[config.mk]
export PLATFORM = sky130hd
export DESIGN_NAME = uart_cmd_decoder
export DESIGN_NICKNAME = d
export VERILOG_FILES = /design/src/rtl/uart_cmd_pkg.sv /design/src/rtl/cmd_table_match.sv /design/src/rtl/uart_cmd_decoder.sv
export SDC_FILE = /design/constraint.sdc
export NUM_CORES = 1
export LEC_CHECK = 0
export BUFFER_PORTS_ARGS = -buffer_cell sky130_fd_sc_hd__buf_2
export CORE_MARGIN = 2
export CORE_UTILIZATION = 50
export CTS_CLUSTER_DIAMETER = 30
export DETAILED_ROUTE_END_ITERATION = 16
export PLACE_DENSITY = 0.72
export SYNTH_ARGS = -nofsm -noshare
export SYNTH_HDL_FRONTEND = slang
export SYNTH_SLANG_ARGS = --single-unit
[constraint.sdc]
create_clock -name clk -period 2.8 [get_ports clk]
set_input_delay 0 -clock clk [delete_from_list [all_inputs] [get_ports clk]]
set_output_delay 0 -clock clk [all_outputs]
set_load 0.01 [all_outputs]
[src/rtl/uart_cmd_pkg.sv]
// Shared definitions for the UART command decoder: FSM encoding, ASCII constants
// and the default command character table.
package uart_cmd_pkg;

  typedef logic [1:0] state_t;

  localparam state_t ST_IDLE   = 2'd0;
  localparam state_t ST_DECODE = 2'd1;
  localparam state_t ST_PULSE  = 2'd2;
  localparam state_t ST_ECHO   = 2'd3;

  localparam logic [7:0] ASCII_QMARK = 8'h3F;
  localparam logic [7:0] ASCII_CR    = 8'h0D;
  localparam logic [7:0] ASCII_LF    = 8'h0A;
  localparam logic [7:0] ASCII_FOLD  = 8'h20;
  localparam logic [7:0] ASCII_LC_A  = 8'h61;
  localparam logic [7:0] ASCII_LC_Z  = 8'h7A;

  // Byte 0 is the rightmost character, so 'R' drives cmd_pulse[0].
  localparam logic [39:0] DEFAULT_CMD_CHARS = {"S", "M", "H", "C", "R"};

  function automatic logic [7:0] fold_upper(input logic [7:0] b);
    return ((b >= ASCII_LC_A) && (b <= ASCII_LC_Z)) ? (b - ASCII_FOLD) : b;
  endfunction

endpackage

[src/rtl/cmd_table_match.sv]
// Combinational lookup of one byte against the command table; the lowest
// matching index wins.
module cmd_table_match
  import uart_cmd_pkg::*;
#(
  parameter int                   NUM_CMD   = 5,
  parameter logic [NUM_CMD*8-1:0] CMD_CHARS = DEFAULT_CMD_CHARS,
  parameter bit                   CASE_FOLD = 1'b1,
  parameter int                   IDX_W     = (NUM_CMD > 1) ? $clog2(NUM_CMD) : 1
) (
  input  logic [7:0]       i_byte,
  output logic             o_hit,
  output logic [IDX_W-1:0] o_idx
);

  logic [7:0] w_key;

  assign w_key = CASE_FOLD ? fold_upper(i_byte) : i_byte;

  // Scan from the top down so a lower index overrides any higher match.
  always_comb begin
    o_hit = 1'b0;
    o_idx = '0;
    for (int i = NUM_CMD - 1; i >= 0; i--) begin
      if (w_key == CMD_CHARS[8*i +: 8]) begin
        o_hit = 1'b1;
        o_idx = IDX_W'(i);
      end
    end
  end

endmodule

[src/rtl/uart_cmd_decoder.sv]
// Pops bytes from an RX FIFO, decodes them into per-channel command pulses and
// optionally echoes an acknowledge byte into a TX FIFO.
module uart_cmd_decoder
  import uart_cmd_pkg::*;
#(
  parameter int                   NUM_CMD   = 5,
  parameter logic [NUM_CMD*8-1:0] CMD_CHARS = DEFAULT_CMD_CHARS,
  parameter int                   PULSE_LEN = 1,
  parameter bit                   ECHO_EN   = 1'b1,
  parameter bit                   CASE_FOLD = 1'b1
) (
  input  logic               clk,
  input  logic               reset,
  input  logic [7:0]         fifo_rx_data,
  input  logic               fifo_empty,
  output logic               fifo_rd_en,
  input  logic               tx_full,
  output logic               tx_wr_en,
  output logic [7:0]         tx_data,
  output logic [NUM_CMD-1:0] cmd_pulse,
  output logic [7:0]         err_cnt,
  output logic               busy
);

  localparam int     IDX_W   = (NUM_CMD > 1) ? $clog2(NUM_CMD) : 1;
  localparam state_t ST_DONE = ECHO_EN ? ST_ECHO : ST_IDLE;

  state_t             r_state;
  logic [7:0]         r_byte;
  logic [NUM_CMD-1:0] r_pulse;
  logic [7:0]         r_pulse_cnt;
  logic [7:0]         r_tx_data;
  logic [7:0]         r_err_cnt;

  logic               w_hit;
  logic [IDX_W-1:0]   w_idx;
  logic [7:0]         w_char;
  logic               w_is_eol;

  function automatic logic [7:0] sat_inc8(input logic [7:0] v);
    return (v == 8'hFF) ? v : (v + 8'd1);
  endfunction

  cmd_table_match #(
    .NUM_CMD   (NUM_CMD),
    .CMD_CHARS (CMD_CHARS),
    .CASE_FOLD (CASE_FOLD),
    .IDX_W     (IDX_W)
  ) u_match (
    .i_byte (r_byte),
    .o_hit  (w_hit),
    .o_idx  (w_idx)
  );

  assign w_char   = CMD_CHARS[int'(w_idx)*8 +: 8];
  assign w_is_eol = (r_byte == ASCII_CR) || (r_byte == ASCII_LF);

  // Strobes are gated by reset so nothing leaks out during the reset cycle itself.
  assign fifo_rd_en = !reset && (r_state == ST_IDLE) && !fifo_empty;
  assign tx_wr_en   = !reset && (r_state == ST_ECHO) && !tx_full;
  assign tx_data    = reset ? 8'h00 : r_tx_data;
  assign cmd_pulse  = reset ? '0 : r_pulse;
  assign err_cnt    = reset ? 8'h00 : r_err_cnt;
  assign busy       = !reset && (r_state != ST_IDLE);

  always_ff @(posedge clk) begin
    if (fifo_rd_en) begin
      r_byte <= fifo_rx_data;
    end
  end

  always_ff @(posedge clk) begin
    if (reset) begin
      r_state     <= ST_IDLE;
      r_pulse     <= '0;
      r_pulse_cnt <= 8'd0;
      r_tx_data   <= 8'h00;
      r_err_cnt   <= 8'h00;
    end else begin
      case (r_state)
        ST_IDLE: begin
          if (!fifo_empty) begin
            r_state <= ST_DECODE;
          end
        end
        ST_DECODE: begin
          if (w_is_eol) begin
            r_state <= ST_IDLE;
          end else if (w_hit) begin
            r_state     <= ST_PULSE;
            r_pulse     <= NUM_CMD'(1) << w_idx;
            r_pulse_cnt <= 8'(PULSE_LEN - 1);
            r_tx_data   <= w_char;
          end else begin
            r_state   <= ST_DONE;
            r_err_cnt <= sat_inc8(r_err_cnt);
            r_tx_data <= ASCII_QMARK;
          end
        end
        ST_PULSE: begin
          if (r_pulse_cnt == 8'd0) begin
            r_pulse <= '0;
            r_state <= ST_DONE;
          end else begin
            r_pulse_cnt <= r_pulse_cnt - 8'd1;
          end
        end
        ST_ECHO: begin
          if (!tx_full) begin
            r_state <= ST_IDLE;
          end
        end
        default: r_state <= ST_IDLE;
      endcase
    end
  end

endmodule

Yosys cells after proc, flatten, opt, wreduce, memory -nomap -nowiden

Cells that the tools add are included.

Register bits after elaboration: 39
Latch bits: 0
RAM bits: 0
ROM bits: 0
Input port bits: 12
Output and inout port bits: 24
Word-level logic and storage cells: 81
Memories: 0

$add $sub $neg: 3
Multipliers: 0
Div/mod/pow operators: 0
Order comparisons: 2
Equality and inequality tests: 17
Shift operators: 2
Multiplexer cells: 29
Bitwise logic cells: 3
Reduce and logical (&&, ||, !) cells: 19

Operator list:

| operator                                                   | number |
|---|---|
| two-way mux 8 bit                                          | 7 |
| == test 8 x 7 -> 1 bit, second input constant              | 5 |
| variable part select 40 x 7 -> 8 bit, first input constant | 1 |
| two-way mux 5 bit                                          | 4 |
| == test 8 x 4 -> 1 bit, second input constant              | 2 |
| one-hot mux 8 bit (2 select lines)                         | 1 |
| two-way mux 3 bit                                          | 5 |
| AND reduction 4 bit                                        | 3 |
| != test 2 bit, second input constant                       | 5 |
| one-hot mux 5 bit (2 select lines)                         | 1 |
| adder 8 x 1 -> 8 bit, second input constant                | 1 |
| == test 8 bit, second input constant                       | 1 |
| >= comparator 8 x 7 -> 1 bit, second input constant        | 1 |
| <= comparator 8 x 7 -> 1 bit, second input constant        | 1 |
| zero test 8 bit                                            | 1 |
| two-way mux 2 bit                                          | 4 |
| one-hot mux 2 bit (4 select lines)                         | 1 |
| subtractor 8 x 1 -> 8 bit, second input constant           | 1 |
| subtractor 8 x 6 -> 8 bit, second input constant           | 1 |
| logical AND 1 bit                                          | 6 |
| two-way mux 1 bit                                          | 6 |
| left shift 1 x 3 -> 5 bit, first input constant            | 1 |
| == test 2 bit, second input constant                       | 2 |
| nonzero test 2 bit                                         | 2 |
| other kinds (8)                                            | 12 |

Longest topological paths before layout

Depth in word-level cells: 13
Depth in mapped cells: 8
Gate-level depth less buffers: 7

Hierarchy

Synthesis repeated with hierarchy kept, for this count alone.

Cells, all modules: 248
Area, all modules: 2,232.1 µm²

By module, submodules not included:

| module           | instances | cells each | area each (µm²) | sequential area each (µm²) |
|---|---|---|---|---|
| uart_cmd_decoder | 1         | 221        | 2,038.2         | 840.8 |
| cmd_table_match  | 1         | 27         | 193.9           | 0.0 |

Worst setup path before layout

No wires, ideal clock.

Kind: reg2reg
Start point: register r_byte[5]
End point: register r_pulse[2]
Library setup time: 123 ps
Data arrival time: 2,075 ps
Data required time: 2,677 ps
Setup slack: 601 ps
Stages on the path, launching flop included: 8
Buffers on the path: 0
Clock period less this slack: 2,199 ps
Path through: edfxtp_1 inv_1 ha_1 o21a_1 a311oi_4 nand3_2 nor2_2 mux2_1

Word-level cells in the longest chain between the ends: 13
Elaborated cells between the ends (all ways): 30
Those cells by class: add/sub (1); order compare (2); eq/ne (9); shift (1); mux (14); reduce/logical (3)

RTL lines:

| item                                                                                | line                   | text |
|---|---|---|
| start, declared                                                                     | uart_cmd_decoder.sv:29 | `logic [7:0] r_byte;` |
| start signal, assigned                                                              | uart_cmd_decoder.sv:68 | `r_byte <= fifo_rx_data;` |
| >= comparator 8 x 7 -> 1 bit / <= comparator 8 x 7 -> 1 bit (equally long branches) | uart_cmd_pkg.sv:23     | `return ((b >= ASCII_LC_A) && (b <= ASCII_LC_Z)) ? (b - ASCII_FOLD) : b;` |
| logical AND 1 bit                                                                   | uart_cmd_pkg.sv:23     |  |
| two-way mux 8 bit                                                                   | uart_cmd_pkg.sv:23     |  |
| == test 8 x 7 -> 1 bit                                                              | cmd_table_match.sv:25  | `if (w_key == CMD_CHARS[8*i +: 8]) begin` |
| two-way mux 3 bit (5 in series)                                                     | cmd_table_match.sv:25  |  |
| left shift 1 x 3 -> 5 bit                                                           | uart_cmd_decoder.sv:91 | `r_pulse <= NUM_CMD'(1) << w_idx;` |
| two-way mux 5 bit                                                                   | uart_cmd_decoder.sv:89 | `end else if (w_hit) begin` |
| two-way mux 5 bit                                                                   | uart_cmd_decoder.sv:87 | `if (w_is_eol) begin` |
| one-hot mux 5 bit (2 select lines)                                                  | uart_cmd_decoder.sv:80 | `case (r_state)` |
| end signal, assigned                                                                | uart_cmd_decoder.sv:91 |  |
| end, declared                                                                       | uart_cmd_decoder.sv:30 | `logic [NUM_CMD-1:0] r_pulse;` |

Several ways; a longest one is shown, not always the timed one. The select of a mux whose other input is x is not followed.
A chain may end at the register's enable or synchronous reset.

Worst setup path in the final report

Ends and elaborated chain as after synthesis.

==> results.sh <==
export IMPL_fin_setup_tns_ns=0
export IMPL_die_area_um2=4744
export IMPL_synthFlopType="dfxtp_1"
export IMPL_grt_pass1_wl_um=6541
export IMPL_cts_resized=0
export IMPL_crit_family="compound AO/OA/AOI/OAI gates"
export IMPL_fill_cells=378
export IMPL_cpPeakStageDelay_ns=0.44
export IMPL_hold_ws_ns=0.05955
export IMPL_cts_tree="yes"
export IMPL_grt_antenna_before_repair=0
export IMPL_diodes=0
export IMPL_slew_violations=0
export IMPL_synth_top_family_by_area="simple AND/OR/NAND/NOR gates"
export IMPL_grt_util_met3_pct=5.844
export IMPL_rows=23
export IMPL_coreArea_um2=4029
export IMPL_met2_usage_pct=27.64
export IMPL_synth_area_leaders="dfxtp_1 29%, edfxtp_1 11%, nor2b_1 7.1%, nor2_1 4.6%, mux2_1 2.7%"
export IMPL_powerDensity_nw_per_um2=520.8
export IMPL_syn_inst=225
export IMPL_skew_ns=0.008264
export IMPL_yosysSeqAreaShare_pct=39.95
export IMPL_ys_ff_latch=38
export IMPL_syn2layout_area_growth_pct=16.11
export IMPL_insertion_delay_ns=0.29
export IMPL_design_area_um2=2444
export IMPL_io_pins=36
export IMPL_netlist_cell_type_count=60
export IMPL_startpoint_type="register"
export IMPL_dp_final_hpwl_um=2901
export IMPL_syn_avg_cell_area_um2=9.353
export IMPL_placed_cell_area_um2=2278
export IMPL_final_layout_size_suffix_gt1_share_pct=22.26
export IMPL_slew_headroom_pct=56.48
export IMPL_synth_top_cell_area_share_pct=28.54
export IMPL_nNetsFinal=280
export IMPL_cts_made_buffers=5
export IMPL_vias=1716
export IMPL_rsz0062_at_grt="no"
export IMPL_busiest_layer="met2"
export IMPL_drc_errors=0
export IMPL_viasPerCell=5.448
export IMPL_period_needed_ns=2.398
export IMPL_p_leak_nw=0.9863
export IMPL_route_detailed_wl_per_inst_um=12.86
export IMPL_path_class="reg2reg"
export IMPL_fmax_ghz=0.4169
export IMPL_outcome="finished clean"
export IMPL_hold_violations=0
export IMPL_yosys_area_share_adder_pct=2.378
export IMPL_ir_worst_vdd_mv=0.3455
export IMPL_synth_warnings=0
export IMPL_fin_util_pct=60.65
export IMPL_grt_pass1_vias=1473
export IMPL_first_iter_violations=150
export IMPL_clk_path_buf_depth=2
export IMPL_reg2reg_slack_ns=0.40
export IMPL_clk_pin_slew_ns=0.07
export IMPL_synth_xor_area_share_pct=2.854
export IMPL_crit_slowest_cell="edfxtp_1"
export IMPL_cp_cell_sequence="inv_1, ha_1, o21a_1, a311oi_4, nand3_2, nor2_2, mux2_1"
export IMPL_clock_root_buffer="clkbuf_8"
export IMPL_synth_edf_count=8
export IMPL_syn_area_um2=2105
export IMPL_synth_simple_area_share_pct=30.20
export IMPL_synth_nets=241
export IMPL_grt_start_max_net_pins=39
export IMPL_ant_nets=0
export IMPL_maxCapViolations=0
export IMPL_drt_wl_total_um=4050
export IMPL_post_route_period_util_pct=85.66
export IMPL_hold_class="in2reg"
export IMPL_end_kind="register"
export IMPL_grt_usage_pct=18.68
export IMPL_place_gp_congestion=0.7647
export IMPL_die_h_um=68.88
export IMPL_grt_ovfl_total=0
export IMPL_floorplan_initialDensity_pct=52.24
export IMPL_die_x_um=68.88
export IMPL_cp_num_buf_inv=1
export IMPL_crit_path_max_fanout=10
export IMPL_worstMarginPinSlew_ns=0.6468
export IMPL_port_buffers=34
export IMPL_cp_required_ns=2.98
export IMPL_worst_ep_arrival_time_ns=2.58
export IMPL_drt_first_pass_iters=4
export IMPL_async_flop_share_pct=0
export IMPL_synthMuxAreaShare_pct=5.886
export IMPL_cts_htree_levels=2
export IMPL_synth_compound_area_share_pct=13.97
export IMPL_grt_util_met1_pct=26.27
export IMPL_cts_num_sinks=38
export IMPL_setup_viol=0
export IMPL_synth_area_leader_cell="dfxtp_1"
## Yosys cell counts, types with 3 or more instances
library cell,count
dfxtp_1,30
a211oi_1,3
xor2_1,3
nand2_1,10
nor2_1,26
nand3_1,7
nor4_1,6
mux2i_1,3
and4_1,3
ha_1,4
o21ai_0,4
edfxtp_1,8
nand2b_1,8
inv_1,6
a21oi_1,5
nand4_1,7
buf_4,5
a31oi_1,3
nor2b_1,24
o22ai_1,3
mux2_1,5
nor3_1,3
clkbuf_1,3
## registers in the layout (all words and copies together) (netlist names)
signal,flops
r_byte,8
r_tx_data,7
r_state,2
r_err_cnt,8
r_pulse_cnt,8
r_pulse,5
## cells by family (layout without fill, tap and decap cells)
| logic type | count (synthesis) | count (layout) |
|---|---|---|
| compound gates | 36 | 36 |
| xor+xnor | 6 | 6 |
| fa+ha+maj | 4 | 4 |
| buf+inv | 18 | 58 |
| flops | 38 | 38 |
| mux | 11 | 11 |
| other cells | 1 | 1 |
| simple gates | 111 | 111 |
## worst register-to-register path: stages, from the launching register on
cell and delay [ns]:
edfxtp_1 0.44, inv_1 0.07, ha_1 0.29, o21a_1 0.19
a311oi_4 0.40, nand3_2 0.30, nor2_2 0.27, mux2_1 0.34
## routing by layer
layer	wire (um)	vias up	part of all wire (%)
li1	-	895	-
met5	0	-	0
met1	2051	775	51
met2	1744	40	43
met3	210	6	5.2
met4	44	0	1.1
## power by group
part	internal (mW)	switching (mW)
Combinational	0.116	0.138
Clock	0.170	0.193
Sequential	0.605	0.0501
Total	0.892	0.381
## area by class of cell
class	instances	area (um^2)	share of cell area (%)
sequential	38	840.8	34.41
clock inverter	3	16.27	0.6656
clock buffer	5	68.82	2.816
multi-input combinational	169	1167	47.77
inverter	6	22.52	0.9217
timing repair buffer	44	265.3	10.86
tap	50	62.56	2.560
## worst paths after layout
path	endpoint	depth (start not counted)	startpoint
max	r_pulse[2]$_SDFFE_PP0P_	7	r_byte[5]$_DFFE_PP_
min	r_state[1]$_SDFFE_PP0P_	3	tx_full
max reg2reg	r_pulse[2]$_SDFFE_PP0P_	7	r_byte[5]$_DFFE_PP_
min reg2reg	r_tx_data[5]$_SDFFE_PP0P_	2	r_tx_data[5]$_SDFFE_PP0P_
## per-stage QoR
| step | setup slack, ns | cells | power (mW) |
|---|---|---|---|
| after CTS | 0.3758 | 315 | 1.283 |
| after detailed placement | 0.3994 | 299 | 0.9148 |
| after global placement | 0.4412 | 299 | 0.9111 |
| after floorplan | 0.6014 | 225 | 0.8538 |
| final | 0.4016 | 315 | 1.273 |
| after global routing | 0.2002 | 315 | 1.349 |
## cell usage in the layout, fill, tap and decap left out, types with 4 or more instances in the layout
cell and n:
nand2_1 10, inv_1 6, o21ai_0 4, nor4_1 6, nor2b_1 24, clkbuf_8 5
nor2_1 26, dlygate4sd3_1 8, nand4_1 7, dfxtp_1 30, edfxtp_1 8, nand2b_1 8
buf_2 34, a21oi_1 5, nand3_1 7, mux2_1 5, ha_1 4
## timing repair
action / in CTS / in global routing
setup buffers: 0 / 0
endpoints found under the hold margin: 8 / 0
hold buffers: 8 / 0
Power figures use the tool's default switching activity.
